--- config.mk ---
export PLATFORM = sky130hd
export DESIGN_NAME = pipe_flush_ctrl
export DESIGN_NICKNAME = d
export VERILOG_FILES = /design/src/rtl/pipe_flush_ctrl.sv
export SDC_FILE = /design/constraint.sdc
export NUM_CORES = 1
export LEC_CHECK = 0
export CAP_MARGIN = 15
export CORE_AREA = 2 2 129 131
export DETAILED_ROUTE_END_ITERATION = 8
export DIE_AREA = 0 0 131 133
export PLACE_DENSITY = 0.77
export SETUP_SLACK_MARGIN = 0.1
export SYNTH_ARGS = -nofsm -noshare
export SYNTH_HDL_FRONTEND = slang
export SYNTH_SLANG_ARGS = --single-unit
--- constraint.sdc ---
create_clock -name clk_i -period 4.72 [get_ports clk_i]
set_input_delay 0.944 -clock clk_i [delete_from_list [all_inputs] [get_ports clk_i]]
set_output_delay 0.944 -clock clk_i [all_outputs]
set_load 0.05 [all_outputs]
--- src/rtl/pipe_flush_ctrl.sv ---
// Pipeline flush/redirect controller: arbitrates interrupts, exceptions, mispredicts and mret
// into a registered flush mask plus fetch redirect. Optional perf counters via PIPE_FLUSH_PERF_CNT_EN.
module pipe_flush_ctrl #(
    parameter int unsigned NUM_STAGES = 4,
    parameter int unsigned XLEN       = 32,
    parameter int unsigned NIRQ       = 3,
    parameter int unsigned MRET_STAGE = 1,
    parameter int unsigned FLUSH_HOLD = 1
) (
    input  logic                       clk_i,
    input  logic                       rst_i,
    input  logic [NUM_STAGES-1:0]      stage_exc_valid_i,
    input  logic [NUM_STAGES*5-1:0]    stage_cause_i,
    input  logic [NUM_STAGES*XLEN-1:0] stage_pc_i,
    input  logic                       mret_i,
    input  logic [XLEN-1:0]            mepc_i,
    input  logic [XLEN-1:0]            mtvec_i,
    input  logic                       mispredict_i,
    input  logic [XLEN-1:0]            mispredict_target_i,
    input  logic [NIRQ-1:0]            irq_i,
    input  logic                       irq_en_i,
    output logic [NUM_STAGES-1:0]      flush_o,
    output logic                       redirect_valid_o,
    output logic [XLEN-1:0]            redirect_pc_o,
    input  logic                       redirect_ready_i,
    output logic                       trap_valid_o,
    output logic [5:0]                 trap_cause_o,
    output logic [XLEN-1:0]            trap_pc_o,
`ifdef PIPE_FLUSH_PERF_CNT_EN
    output logic [31:0]                perf_trap_cnt_o,
    output logic [31:0]                perf_mispred_cnt_o,
`endif
    output logic                       busy_o
);
    localparam int unsigned CNT_W = 4;
    localparam logic [CNT_W-1:0] HOLD_INIT = (FLUSH_HOLD > 0) ? CNT_W'(FLUSH_HOLD - 1) : '0;
    localparam logic [NUM_STAGES-1:0] ALL_ONES     = '1;
    localparam logic [NUM_STAGES-1:0] MISPRED_MASK = ALL_ONES >> 1;
    localparam logic [NUM_STAGES-1:0] MRET_MASK    = ALL_ONES >> (NUM_STAGES - 1 - MRET_STAGE);

    typedef enum logic [1:0] {IDLE, REDIRECT, DRAIN} state_t;

    state_t             state;
    logic [CNT_W-1:0]   hold_cnt;

    logic                  irq_hit;
    logic                  exc_hit;
    logic [4:0]            irq_code;
    logic [4:0]            exc_code;
    logic [XLEN-1:0]       exc_pc;
    logic [NUM_STAGES-1:0] exc_mask;
    logic                  ev_valid;
    logic                  ev_trap;
    logic [NUM_STAGES-1:0] ev_flush;
    logic [XLEN-1:0]       ev_pc;
    logic [5:0]            ev_cause;
    logic [XLEN-1:0]       ev_trap_pc;

    // Event decode: highest irq index and oldest excepting stage win their class
    always_comb begin
        irq_hit  = irq_en_i & (|irq_i);
        irq_code = '0;
        for (int i = 0; i < int'(NIRQ); i++) begin
            if (irq_i[i]) irq_code = 5'(4 * i + 3);
        end
        exc_hit  = |stage_exc_valid_i;
        exc_code = '0;
        exc_pc   = '0;
        exc_mask = '0;
        for (int k = 0; k < int'(NUM_STAGES); k++) begin
            if (stage_exc_valid_i[k]) begin
                exc_code = stage_cause_i[k*5 +: 5];
                exc_pc   = stage_pc_i[k*XLEN +: XLEN];
                exc_mask = ALL_ONES >> (int'(NUM_STAGES) - 1 - k);
            end
        end

        ev_valid   = 1'b1;
        ev_trap    = 1'b0;
        ev_flush   = '0;
        ev_pc      = '0;
        ev_cause   = '0;
        ev_trap_pc = '0;
        if (irq_hit) begin
            ev_trap    = 1'b1;
            ev_flush   = ALL_ONES;
            ev_pc      = mtvec_i;
            ev_cause   = {1'b1, irq_code};
            ev_trap_pc = stage_pc_i[(NUM_STAGES-1)*XLEN +: XLEN];
        end else if (exc_hit) begin
            ev_trap    = 1'b1;
            ev_flush   = exc_mask;
            ev_pc      = mtvec_i;
            ev_cause   = {1'b0, exc_code};
            ev_trap_pc = exc_pc;
        end else if (mispredict_i) begin
            ev_flush = MISPRED_MASK;
            ev_pc    = mispredict_target_i;
        end else if (mret_i) begin
            ev_flush = MRET_MASK;
            ev_pc    = mepc_i;
        end else begin
            ev_valid = 1'b0;
        end
    end

    // Controller FSM with registered outputs; events only sampled in IDLE
    always_ff @(posedge clk_i) begin
        if (rst_i) begin
            state            <= IDLE;
            hold_cnt         <= '0;
            flush_o          <= '0;
            redirect_valid_o <= 1'b0;
            redirect_pc_o    <= '0;
            trap_valid_o     <= 1'b0;
            trap_cause_o     <= '0;
            trap_pc_o        <= '0;
            busy_o           <= 1'b0;
        end else begin
            trap_valid_o <= 1'b0;
            case (state)
                IDLE: begin
                    if (ev_valid) begin
                        state            <= REDIRECT;
                        busy_o           <= 1'b1;
                        flush_o          <= ev_flush;
                        redirect_valid_o <= 1'b1;
                        redirect_pc_o    <= ev_pc;
                        trap_valid_o     <= ev_trap;
                        if (ev_trap) begin
                            trap_cause_o <= ev_cause;
                            trap_pc_o    <= ev_trap_pc;
                        end
                    end
                end
                REDIRECT: begin
                    if (redirect_ready_i) begin
                        redirect_valid_o <= 1'b0;
                        redirect_pc_o    <= '0;
                        hold_cnt         <= HOLD_INIT;
                        if (FLUSH_HOLD == 0) begin
                            state   <= IDLE;
                            busy_o  <= 1'b0;
                            flush_o <= '0;
                        end else begin
                            state <= DRAIN;
                        end
                    end
                end
                DRAIN: begin
                    if (hold_cnt == '0) begin
                        state   <= IDLE;
                        busy_o  <= 1'b0;
                        flush_o <= '0;
                    end else begin
                        hold_cnt <= hold_cnt - CNT_W'(1);
                    end
                end
                default: state <= IDLE;
            endcase
        end
    end

`ifdef PIPE_FLUSH_PERF_CNT_EN
    logic ev_mispred;
    assign ev_mispred = ~irq_hit & ~exc_hit & mispredict_i;

    // Count events only when accepted in IDLE
    always_ff @(posedge clk_i) begin
        if (rst_i) begin
            perf_trap_cnt_o    <= '0;
            perf_mispred_cnt_o <= '0;
        end else if (state == IDLE) begin
            if (ev_trap)    perf_trap_cnt_o    <= perf_trap_cnt_o + 32'd1;
            if (ev_mispred) perf_mispred_cnt_o <= perf_mispred_cnt_o + 32'd1;
        end
    end
`endif

endmodule

After elaboration in Yosys (flattened, before gate mapping)
Cells that the tools add are included.
Word-level totals
  output and inout bits: 77
  word-level logic and storage cells: 83
  register bits after elaboration: 83
Cells by class
  reductions and logical operators: 13
  add/subtract/negate cells: 1
  bitwise gates (word level): 3
  muxes and demuxes: 51
  equal/unequal tests: 6
Operator list (number)
  $mux W32: 12
  $pmux W32 S2: 1
  $mux W4: 9
  $mux W5: 7
  $pmux W4 S2: 2
  $reduce_and A3 Y1: 5
  $mux W1: 10
  $mux W2: 5
  $ne A2 B2 Y1 const B: 4
  $mux W6: 1
  $pmux W2 S3: 1
  $reduce_bool A2 Y1: 3
  $reduce_or A3 Y1: 2
  $logic_not A4 Y1: 1
  $pmux W1 S2: 2
  $reduce_or A4 Y1: 1
  $sub A4 B1 Y4 const B: 1
  $mux W3: 1
  $eq A2 B1 Y1 const B: 1
  $eq A2 B2 Y1 const B: 1
  $logic_not A2 Y1: 1
  $not A1 Y1: 2
  $and A1 B1 Y1: 1

Longest topological paths before layout
Gate-level depths: netlist of the first run.
  depth after elaboration: 8
  depth in mapped cells: 7
  depth with buffers taken out: 6

Least setup slack after synthesis of the first run
Ideal clock, no wire load.
  kind: input to register
  start point: input stage_exc_valid_i[0]
  end point: register state[0]
  stages: 6
  path slack: 2.571 ns
  data arrival time: 2.024 ns
  setup time: 0.125 ns
  path buffers: 2
  data required time: 4.595 ns
  cell sequence: nor4_4 > a31oi_1 > nand2b_1 > buf_2 > buf_2 > o41ai_1
Between the ends
  cells in the longest elaborated chain, start to end: 5
Ends and longest elaborated chain
  start, declared: line 12  | input logic [NUM_STAGES-1:0] stage_exc_valid_i,
  $reduce_or A4 Y1: line 66  | exc_hit = |stage_exc_valid_i;
  $mux W1: line 90  | end else if (exc_hit) begin
  $mux W1: line 84  | if (irq_hit) begin
  $ne A2 B2 Y1 (no source line)
  $reduce_and A3 Y1 (no source line)
  end signal, assigned: line 110  | state <= IDLE;
  end signal, assigned: line 124  | state <= REDIRECT;
  end signal, assigned: line 142  | state <= IDLE;
  end, declared: line 43  | state_t state;
No other way between the ends.
A chain may end at the register's enable or synchronous reset.

Worst setup path in the final report of the first run
  start point: input stage_exc_valid_i[3]
  end point: register redirect_pc_o[6]
Between the ends
  cells in the longest elaborated chain, start to end: 5
Ends and longest elaborated chain
  $reduce_or A4 Y1 *: line 66
  $mux W32 or $mux W1 (tied branches): line 90
  $mux W32 or $mux W1 (tied branches): line 84
  $mux W32 or $ne A2 B2 Y1 (tied branches)
  $pmux W32 S2 or $reduce_and A3 Y1 (tied branches)
  end signal, assigned: line 128  | redirect_pc_o <= ev_pc;
  end, declared: line 24  | output logic [XLEN-1:0] redirect_pc_o,
Mark *: on every way between the ends. The rest lies on a longest branch, timed or not. The select of a mux whose other input is x is not followed.

==> run_results.csv, run 1 <==
group,metric,value,unit
logic_synthesis,synthMuxAreaShare,6.96,%
sta,maxSlewViolCount,0,
logic_synthesis,netlist.area_leader.share,35.0,%
worst_setup_path,r2r_slack,2.81,ns
die,fp-row-count,47,
finish,regArea,0.00166,mm²
logic_synthesis,synth_area_leaders,"dfxtp_1 35%, mux2i_1 7.0%, o2bb2ai_1 6.5%",
logic_synthesis,synth-seq-cells,83,
worst_setup_path,worst_path_max_delay_cell,"clkdlybuf4s50_1",
route,routed_wl,19400,µm
finish,area_delta_synth_final,78.3,%
cts,h-tree-depth,3,
worst_setup_path,cp_top_family,"simple AND/OR/NAND/NOR gates",
grt,globalRouteOverflowTotal,0,
finish,final_common_cell,"clkdlybuf4s50_1",
sta,fmax,330,MHz
logic_synthesis,synth_edf_count,0,
sta,fin_crit,3.03,ns
finish,finalNetCount,1151,
logic_synthesis,synthXorXnorAreaFrac,0,%
worst_setup_path,worstPathRequired,4.94,ns
grt,grt_first_pass_wirelength,29300,µm
logic_synthesis,synth_seq_area_share,35.0,%
sta,skew,0.00590,ns
sta,finalHoldViolCount,0,
route,ant_nets,0,
finish,multi_input_area,0.00282,mm²
hold_path,worstHoldStart,"busy_o",
hold_path,hold_path_depth,2,
grt,grt_max_degree,78,
worst_setup_path,cp_max_fo,32,
power,ir_worst_vdd,0.000162,V
worst_setup_path,end_kind,"flop",
power,p_total,2.56,mW
grt,grt_pass1_vias,5551,
sta,finalCritPeriodShare,64.3,%
worst_setup_path,regToRegEndpoint,"trap_pc_o[0]",
die,ioPinCount,334,
place,gp_congestion,0.817,
finish,fillCellCount,1505,
logic_synthesis,postSynthAreaPerCell,7.97,µm²
cts,cts_setup_buffers,0,
hold_path,hold_path.class,"reg -> reg",
die,start_util,29.4,%
run_status,status,"completed",
logic_synthesis,synth-async-reset-ratio,0,%
logic_synthesis,synth_top_area_cell,"dfxtp_1",
place,dp_hpwl,14400,µm
grt,globalRouteTotalUtil,21.6,%
cts,hold_buffers,0,
cts,root_buffer,"clkbuf_16",
power,power_leakage,3.32,nW
cts,cts-resized-gates,0,
finish,layout_common_cells,"329 x clkdlybuf4s50_1, 83 x dfxtp_1, 73 x nand2_1, 43 x nor2_1, 42 x a21oi_1",
logic_synthesis,synthAdderAreaFrac,0.527,%
worst_setup_path,critPathArrivalTime,3.25,ns
worst_setup_path,worstSetupPathType,"in -> reg",
finish,drive_gt1_share,4.01,%
cts,cts_tree,"built",
worst_setup_path,start_kind,"input port",
cts,path_clk_slew,0.06,ns
logic_synthesis,postSynthCellCount,596,
job,max-cap-violations,0,
cts,clk_latency,0.34,ns
power,pwr_density_cell,302,mW/mm²
sta,slew_headroom,31.0,%
worst_setup_path,critPathMaxStageDelay,0.70,ns
cts,cts-buffers-inserted,9,
die,dieArea,0.0174,mm²
hold_path,hold_path_end,"busy_o",
worst_setup_path,worst-path-buf-inv,1,
worst_setup_path,reg2reg_depth,5,
worst_setup_path,reg2reg_from,"state[1]",
route,dr.pass1.iters,5,
die,fp.dieH,133,µm
sta,tns,0,ns
logic_synthesis,synth_compound_area_share,30.3,%
route,routed_via_density,5.02,
logic_synthesis,syn-cell-area,0.00475,mm²
finish,n_antenna_cell,0,
route,avgRoutedWirePerCell,17.4,µm
place,dp_cells,1100,
route,drc_errors,0,
logic_synthesis,synthDistinctLibCells,37,
cts,cts.path.max_buffers,2,
logic_synthesis,synth_nets,855,
worst_setup_path,cp_cell_sequence,"clkdlybuf4s50_1 > nor4_4 > nand2_2 > mux2i_1 > o2bb2ai_1",
logic_synthesis,synth_ff_type,"dfxtp_1",
finish,layout.cells.non_filler,1117,
sta,rsz0062_at_grt,"no",
sta,finalSetupViolCount,0,
logic_synthesis,synth-simple-area-share,21.2,%
grt,antenna_found_initial,0,
route,num_vias,5604,
logic_synthesis,synth_top_family_by_area,"compound AO/OA/AOI/OAI gates",
cts,cts_sinks,83,
die,die_w,131,µm
place,io_buffers,333,
sta,worstMarginPinSlew,1.03,ns
logic_synthesis,yosysWarnings,0,
die,core,0.0162,mm²
route,drtIter0Drc,242,
where the power goes:
part	leakage, nW	internal, mW	total, mW	switching, mW
Combinational	2.50	0.452	1.05	0.600
Clock	0.133	0.370	0.660	0.289
Sequential	0.688	0.794	0.846	0.0519
Total	3.32	1.62	2.56	0.941
flip-flops by register name (all words and copies together), names as in the netlist:
| signal | flops |
|---|---|
| redirect_pc_o | 32 |
| trap_pc_o | 32 |
| trap_cause_o | 6 |
| flush_o | 4 |
| hold_cnt | 4 |
| state | 2 |
| busy_o | 1 |
| redirect_valid_o | 1 |
| trap_valid_o | 1 |
how the worst max path moves through the flow:
stage	endpoint	slack [ns]	startpoint	cells after the start
global route	redirect_pc_o[20]	1.47	stage_exc_valid_i[3]	5
detailed placement	redirect_pc_o[1]	1.31	stage_exc_valid_i[3]	5
finish	redirect_pc_o[6]	1.69	stage_exc_valid_i[3]	5
global placement	redirect_pc_o[3]	1.39	stage_exc_valid_i[3]	5
floorplan	state[0]	2.57	stage_exc_valid_i[0]	6
CTS	redirect_pc_o[1]	1.68	stage_exc_valid_i[3]	5
per-stage QoR:
stage                     hold WS (ns)  setup WS, ns  cell area [µm²]  util [%]
after global routing             0.476          1.47             8470      52.4
after global placement           0.429          1.39             8180      50.6
after floorplan                  0.445          2.57             4750         -
final                            0.444          1.69             8470      52.4
after CTS                        0.448          1.68             8460      52.3
after detailed placement         0.441          1.31             8180      50.6
layout make-up:
type                       instances  area share [%]
sequential                        83            19.6
clock inverter                     4           0.310
multi-input combinational        445            33.2
inverter                          10           0.443
timing repair buffer             343            40.2
tap                              220            3.25
clock buffer                      12            2.91
worst register-to-register path: cells and delay by family (launching register included):
kind | cells | cell delay, ns
buffers and inverters | 1 | 0.30
DFF | 1 | 0.35
and+or+nand+nor | 2 | 0.45
AOI/OAI and AO/OA | 2 | 0.72
metal layers:
layer | share of wire, % | GRT usage, % | routed length (µm)
met4 | 3.2 | 9.04 | 620
met5 | 0 | 0 | 0
met2 | 49 | 37.2 | 9540
met1 | 41 | 25.8 | 7970
met3 | 6.7 | 4.49 | 1300
cells in the mapped netlist, types with 2 or more instances:
| cell type | instances |
|---|---|
| dfxtp_1 | 83 |
| nand2_1 | 74 |
| nor2_1 | 44 |
| a21oi_1 | 42 |
| o21ai_0 | 38 |
| nand2b_1 | 36 |
| o2bb2ai_1 | 35 |
| a311oi_1 | 33 |
| mux2i_1 | 33 |
| nand3_1 | 33 |
| a22o_1 | 32 |
| clkbuf_1 | 32 |
| buf_2 | 25 |
| inv_1 | 10 |
| a211oi_1 | 7 |
| nand3b_1 | 6 |
| nor2b_1 | 3 |
| nor3_1 | 3 |
| nor3b_1 | 3 |
| or3_1 | 3 |
| a221oi_1 | 2 |
| a31oi_1 | 2 |
| ha_1 | 2 |
| o31a_1 | 2 |
kinds of logic after synthesis:
kind of cell	after synthesis
fa+ha+maj	2
compound gates	199
simple gates	211
flops	83
buf+inv	68
mux	33
Power figures use the tool's default switching activity.
==> run 2: changes to the inputs <==
- PLACE_DENSITY: 0.77 -> 0.8
- clock period: 4.72 -> 2.4 ns (I/O delays scaled with it)
==> run 2 against run 1 <==
Compared with the run above: combinational power is 100% higher; clock skew hardly changed; first-iteration DRC count is 6.6% higher; sequential share of layout area is 0.46 points lower; critical path type unchanged; via count is 2.2% higher; largest power group unchanged; global-route usage is 0.38 points higher; worst hold slack better by 0.0055 ns; register-to-register slack worse by 2.1 ns; cell area is 2.4% higher; critical endpoint is now flush_o[1]; sequential cell count stayed put; critical path depth is 1 higher.
==> run_results.csv, run 2 (synthesis gave the netlist of run 1 again) <==
group,metric,value,unit
cts,hold_buffers,0,
power,net-switching-power,1.91,mW
place,dp_cells,1111,
place,gp_congestion,0.838,
route,dr.pass1.iters,4,
die,ioPinCount,334,
grt,grt_pass1_vias,5644,
place,pre_cts_ws,-0.0207,ns
worst_setup_path,cp-endpoint,"flush_o[1]",
sta,finalHoldViolCount,0,
route,routed_via_density,5.08,
sta,worstMarginPinSlew,0.570,ns
worst_setup_path,worstSetupPathType,"in -> reg",
power,p_total,5.22,mW
die,fp-row-count,47,
grt,antenna_found_initial,1,
power,power.internal,3.31,mW
worst_setup_path,critPathArrivalTime,2.24,ns
sta,slew_headroom,61.8,%
sta,maxSlewViolCount,0,
finish,layout_common_cells,"329 x clkdlybuf4s50_1, 83 x dfxtp_1, 73 x nand2_1, 43 x nor2_1, 42 x a21oi_1",
worst_setup_path,cp_cell_sequence,"clkdlybuf4s50_1 > o31ai_4 > a31oi_1 > nand2b_1 > buf_12 > o2bb2ai_1",
die,dieArea,0.0174,mm²
die,start_util,29.4,%
route,drtIter0Drc,258,
finish,final_core_util,53.6,%
job,max-cap-violations,0,
route,routed_wl,19800,µm
cts,cts_setup_buffers,0,
sta,skew,0.00558,ns
cts,cts_tree,"built",
cts,cts_sinks,83,
power,pwr-share-clk,27.6,%
hold_path,hold_path.class,"reg -> reg",
sta,fmax,496,MHz
run_status,status,"completed",
worst_setup_path,cp_num_cells,6,
route,avgRoutedWirePerCell,17.6,µm
worst_setup_path,end_kind,"flop",
place,io_buffers,333,
sta,rsz0062_at_grt,"no",
cts,path_clk_slew,0.06,ns
worst_setup_path,critPathMaxStageDelay,0.49,ns
worst_setup_path,cp_max_fo,35,
finish,layout.cells.non_filler,1128,
worst_setup_path,regToRegEndpoint,"hold_cnt[3]",
place,dp_hpwl,15000,µm
power,switching_share,36.6,%
power,ir_worst_vdd,0.000302,V
route,num_vias,5727,
cts,h-tree-depth,3,
worst_setup_path,worst_path_max_delay_cell,"clkdlybuf4s50_1",
worst_setup_path,worst-path-buf-inv,2,
grt,grt_first_pass_wirelength,30000,µm
worst_setup_path,cp_top_family,"compound AO/OA/AOI/OAI gates",
cts,cts-buffers-inserted,9,
grt,globalRouteOverflowTotal,0,
route,drc_errors,0,
power,sequentialPowerShare,31.8,%
finish,area_delta_synth_final,82.6,%
sta,finalCritPeriodShare,84.1,%
finish,final_common_cell,"clkdlybuf4s50_1",
worst_setup_path,r2r_slack,0.70,ns
route,ant_nets,0,
sta,setup_slack,0.383,ns
sta,finalSetupViolCount,0,
worst_setup_path,start_kind,"input port",
finish,finalNetCount,1161,
cts,cts.path.max_buffers,2,
die,core,0.0162,mm²
power,p_comb_share,40.5,%
die,die_w,131,µm
finish,reg_top3,"redirect_pc_o x32, trap_pc_o x32, trap_cause_o x6",
sta,fin_crit,2.02,ns
power,pwr_density_cell,602,mW/mm²
cts,clk_latency,0.34,ns
die,fp.dieH,133,µm
worst_setup_path,reg2reg_from,"hold_cnt[0]",
worst_setup_path,reg2reg_depth,6,
power,power_leakage,3.41,nW
cts,cts-resized-gates,0,
grt,globalRouteTotalUtil,22.0,%
finish,fillCellCount,1491,
finish,drive_gt1_share,5.29,%
cts,root_buffer,"clkbuf_16",
grt,grt_max_degree,73,
worst_setup_path,crit_start,"irq_i[2]",
worst_setup_path,worstPathRequired,2.62,ns
==> run 2: changes by cell type in the layout (fill, tap and decap cells not counted), sizes merged <==
cell	change
buf	+10
diode	+1
inv	+3
clkbuf	-3
clkinvlp	+1
bufinv	+1
clkinv	-2
==> run 2: area by class of cell <==
class                           count  area [µm²]  area share [%]
Multi-Input combinational cell    445        2820            32.5
Tap cell                          220         275            3.17
Sequential cell                    83        1660            19.2
Clock buffer                        9         225            2.60
Timing Repair Buffer              353        3570            41.2
Inverter                           10        37.5           0.433
Antenna cell                        1        2.50          0.0289
Clock inverter                      7        82.6           0.952
==> run 2: worst min path at each step <==
stage / startpoint / to / slack, ns / cells past startpoint
after floorplan: hold_cnt[1] / hold_cnt[1] / 0.45 / 2
after global routing: redirect_pc_o[29] / redirect_pc_o[29] / 0.49 / 1
after CTS: busy_o / busy_o / 0.45 / 2
after detailed placement: busy_o / busy_o / 0.44 / 2
after global placement: flush_o[0] / flush_o[0] / 0.44 / 2
final: busy_o / busy_o / 0.45 / 2
==> run 2: stage by stage <==
| step | instance area [µm²] | hold WS, ns | TNS (ns) |
|---|---|---|---|
| 2_1_floorplan | 4750 | 0.445 | 0 |
| 3_3_place_gp | 8330 | 0.436 | -5.19 |
| 3_5_place_dp | 8360 | 0.442 | -0.0207 |
| 4_1_cts | 8670 | 0.454 | 0 |
| 5_1_grt | 8670 | 0.487 | 0 |
| 6_report | 8670 | 0.449 | 0 |
==> run 2: power by group through the flow <==
stage / Sequential [mW] / Combinational [mW] / Clock [mW]
floorplan: 2.28 / 0.543 / 0
global placement: 1.69 / 2.10 / 0
detailed placement: 1.69 / 2.12 / 0
CTS: 1.66 / 2.13 / 1.48
global route: 1.68 / 2.24 / 1.53
finish: 1.66 / 2.12 / 1.44
==> run 2: layer usage <==
layer  wire, µm  share of wire [%]  up-vias  GRT usage, %
met5          0                  0        -             0
met4        582                2.9        0          9.10
met3       1430                7.2       34          4.61
met2       9800                 49      236          37.2
met1       8030                 40     2656          26.8
li1           -                  -     2801             -
==> run 2: worst register-to-register path: stages, from the launching register on <==
cell,delay (ns)
dfxtp_1,0.35
inv_1,0.07
ha_1,0.20
nor3b_1,0.17
o31a_1,0.33
or3_1,0.37
a21oi_1,0.14
==> patch 1: new RTL, config.mk and constraints of run 1 <==
The parameter `NUM_STAGES` goes from 4 to 2.
--- a/src/rtl/pipe_flush_ctrl.sv
+++ b/src/rtl/pipe_flush_ctrl.sv
@@ -1,7 +1,7 @@
 // Pipeline flush/redirect controller: arbitrates interrupts, exceptions, mispredicts and mret
 // into a registered flush mask plus fetch redirect. Optional perf counters via PIPE_FLUSH_PERF_CNT_EN.
 module pipe_flush_ctrl #(
-    parameter int unsigned NUM_STAGES = 4,
+    parameter int unsigned NUM_STAGES = 2,
     parameter int unsigned XLEN       = 32,
     parameter int unsigned NIRQ       = 3,
     parameter int unsigned MRET_STAGE = 1,
Interface: changed (resized flush_o, stage_cause_i, stage_exc_valid_i and stage_pc_i); port bits go from 334 to 256. No check against the original RTL was run, so the function may have changed too.
==> patch 1 against run 1 <==
Routed wire length fell by 24%; worst setup slack improved by 51 ps; cell count fell by 18%; largest cell class unchanged; die area did not move; synthesized cell count fell by 22%; sequential cell count fell by 2; synthesized area fell by 13%; power fell by 13%; design area fell by 17%; sequential share of layout area rose by 3.4 points.
==> patch 1: results (changes against run 1) <==
* List of most frequent post-synthesis cells: dfxtp_1 (81), nor2_1 (46), a211oi_1 (36), inv_1 (36), a22o_1 (34)
* Post-DP HPWL at 11.1 mm (-23%)
* Flip-flop and latch area at 0.00162 mm2 (-2.4%)
* Register-to-register setup slack at 2650 ps (-160 ps)
* Share of cells above drive strength 1 at 5.30% (+1.3 points)
* Least-Margin Pin Slew at 1060 ps (+24.2 ps)
* Largest net degree at the start of global routing at 49 (-37%)
* Met1 usage at 17.0% (-8.8 points)
* CP max-delay cell: a21oi_4
* Register share of total power at 35.6% (+2.5 points)
* Clock buffers at 10 (-2)
* Routability cong. at 0.786 (-3.8%)
* Worst Path Arrival at 3210 ps (-40 ps)
* Crit. Startpoint: stage_exc_valid_i[1]
* First-pass GRT wire length at 21.9 mm (-25%)
* Count of cell types in the netlist at 48 (+30%)
* Power Dens Cells at 315 mW/mm2 (+4.3%)
* Post-detailed-routing wire length at 14.7 mm (-24%)
* Via count at 4360 (-22%)
* P_int at 1.46 mW (-9.8%)
* Reg2reg end: trap_cause_o[2]$_SDFFE_PP0P_
* Clock Network Area Fraction at 4.01% (+0.79 points)
* Static leakage at 2.82 nW (-15%)
* IR drop worst, VDD at 0.158 mV (-2.5%)
* Largest cells by area after synthesis: dfxtp_1 (39%), mux2i_1 (8.0%), a22o_1 (7.2%), o2bb2ai_1 (6.8%), a211oi_1 (6.5%)
* Area occupied by multi-input gates at 0.00213 mm2 (-24%)
* Port-buffer cells at 255 (-23%)
* Global Route met2 Usage at 28.5% (-8.8 points)
* Inverters at 37 (+27)
* Status: finished, final reports clean
* HP Start: redirect_valid_o$_SDFFE_PP0P_
* Crit Path Max Fanout at 41 (+28%)
* CP delay by family, top: compound AO/OA/AOI/OAI gates
* FILL cells at 1623 (+7.8%)
* Initial DRT Pass Iterations at 4 (-1)
* Compound-Gate Fraction of Synth Area at 29.2% (-1.0 points)
* Max stage delay on crit path at 860 ps (+160 ps)
* R2r worst-path depth at 4 (-1)
* Sequential cell count at 81 (-2.4%)
* Asr flop ratio synth at 0% (unchanged)
* Min-Delay Endpoint: redirect_valid_o$_SDFFE_PP0P_
* Multi-input logic cell count at 301 (-32%)
* Clock Skew at 7.02 ps (+1.12 ps)
* Syn Nets at 647 (-24%)
* M3 GR Usage at 5.90% (+1.4 points)
* Vias in the first global route at 4271 (-23%)
* Clk. pwr at 0.651 mW (-1%)
[patch 1: cell count changes after synthesis, sizes merged, moves of 4 or more]
cell	before	now
a211oi	7	36
nand2	74	14
nand3	33	4
a311oi	33	1
nand4	1	32
clkbuf	32	19
nand3b	6	2
o21ai	39	32
a21o	1	5
a21oi	43	3
inv	10	36
nand2b	36	1
[patch 1: tightest hold or removal path: stages, from the launching register on]
cell and delay (ps):
dfxtp_1 310, nand2_1 50, nand2_1 40
[patch 1: stage by stage]
step                      hold slack [ps]  area (um2)  setup WS (ps)  std cells  utilization, %
final                                 439        7060           1740        918            43.6
after global routing                  478        7060           1500        918            43.6
after CTS                             445        7060           1730        918            43.6
after detailed placement              435        6770           1380        902            41.9
after global placement                431        6770           1440        902            41.9
after floorplan                       445        4150           2590        464               -
[patch 1: per-layer routing]
layer  vias up  wire length, um  share of wire [%]
met1      1946             5740                 39
met3        30             1570                 11
met4         2              418                2.8
met2       202             6990                 47
met5         -                9              0.061
li1       2180                -                  -
==> patch 2: new RTL, settings of run 1 <==
Made on the original files. The 3 states of `state_t` get a one-hot encoding in 3 bits.
--- a/src/rtl/pipe_flush_ctrl.sv
+++ b/src/rtl/pipe_flush_ctrl.sv
@@ -38,7 +38,7 @@
     localparam logic [NUM_STAGES-1:0] MISPRED_MASK = ALL_ONES >> 1;
     localparam logic [NUM_STAGES-1:0] MRET_MASK    = ALL_ONES >> (NUM_STAGES - 1 - MRET_STAGE);
 
-    typedef enum logic [1:0] {IDLE, REDIRECT, DRAIN} state_t;
+    typedef enum logic [2:0] {IDLE = 3'b001, REDIRECT = 3'b010, DRAIN = 3'b100} state_t;
 
     state_t             state;
     logic [CNT_W-1:0]   hold_cnt;
Function: same outputs for any inputs over 4 cycles, from zero or initial values and one cycle with rst_i high; so few cycles prove little.
==> patch 2 against run 1 <==
Utilization grew 1.3 points; largest power group unchanged; critical endpoint is now trap_pc_o[4]$_SDFFE_PP0P_; critical path type unchanged; highest routed layer unchanged; synthesized area grew 4.6%; design area grew 2.5%; sequential share of layout area down 0.24 points; routed wire length is 3.6% lower; maximum frequency shrank 9.9%; power grew 9.8%; worst setup slack worse by 330 ps; sequential cell count is 1 higher; clock skew rose by 0.60 ps.
==> patch 2: results (changes against run 1) <==
* Status: finished, final reports clean
* Initial DRT Pass Iterations at 4 (-1)
* Syn Nets at 796 (-6.9%)
* Post-DP HPWL at 14.5 mm (+0.56%)
* GRT Util Overall at 20.7% (-0.89 points)
* Static leakage at 3.09 nW (-6.7%)
* List of most frequent post-synthesis cells: dfxtp_1 (84), nor2_1 (46), nand2_1 (42)
* Crit Reg-Reg Startpoint: state[0]$_SDFFE_PP1P_
* Clock Skew at 6.50 ps (+0.600 ps)
* Sequential area share after synthesis at 33.8% (-1.1 points)
* Non-clock buffer share at 39.1% (-1.1 points)
* Area occupied by multi-input gates at 0.00301 mm2 (+7.0%)
* Register-to-register setup slack at 2490 ps (-320 ps)
* Largest net degree at the start of global routing at 54 (-31%)
* Routability cong. at 0.803 (-1.7%)
* Largest cells by area after synthesis: dfxtp_1 (34%), o2bb2ai_2 (9.1%), mux2i_1 (6.4%), a221oi_1 (6.0%), o31a_1 (6.0%)
* Met3 wire length at 1.87 mm (+44%)
* Met2 WL at 9.29 mm (-2.7%)
* Synth Area in XOR/XNOR at 0.529% (+0.53 points)
* Multiplexer share of the synthesized area at 6.45% (-0.51 points)
* Ant diodes at 1 (+1)
* Placement Cell Area at 0.00837 mm2 (+2.3%)
* M3 GR Usage at 6.39% (+1.9 points)
* Worst Path Arrival at 3610 ps (+360 ps)
* IR drop worst, VDD at 0.173 mV (+7.0%)
* Global Route met2 Usage at 36.8% (-0.37 points)
* Synth Area in Adders at 0.504% (-0.023 points)
* CP delay by family, top: compound AO/OA/AOI/OAI gates
* Post-placement cell count at 1042 (-5.3%)
* Clk. pwr at 0.717 mW (+8.6%)
* Sequential share of cell area at 19.4% (-0.24 points)
* DRT iter0 DRCs at 195 (-19%)
* Routed len/inst at 17.7 um (+1.6%)
* WL met1 at 7.06 mm (-11%)
* Count of cell types in the netlist at 52 (+41%)
* Pwr Total at 2.81 mW (+9.8%)
* Worst setup path end: trap_pc_o[4]$_SDFFE_PP0P_
patch 2: cell types whose count changed after synthesis, sizes merged, moves of 5 or more:
cell    delta
nand2b    -32
inv        -7
clkbuf     +8
a21oi     -33
nand2     -32
nand3b     -5
buf        -8
o31a      +32
nand3     -28
a311oi    -32
nor2b     +36
o21ai     -32
a221oi    +32
a211oi    +28
patch 2: worst min-delay path by stage:
stage	startpoint	to	slack (ps)	cells past startpoint
2_1_floorplan	state[2]$_SDFFE_PP0P_	state[1]$_SDFFE_PP0P_	460	1
3_3_place_gp	trap_cause_o[4]$_SDFFE_PP0P_	trap_cause_o[4]$_SDFFE_PP0P_	440	2
3_5_place_dp	busy_o$_SDFFE_PP0P_	busy_o$_SDFFE_PP0P_	450	2
4_1_cts	busy_o$_SDFFE_PP0P_	busy_o$_SDFFE_PP0P_	460	2
5_1_grt	redirect_pc_o[21]$_SDFFE_PP0P_	redirect_pc_o[21]$_SDFFE_PP0P_	490	1
6_report	busy_o$_SDFFE_PP0P_	busy_o$_SDFFE_PP0P_	460	2
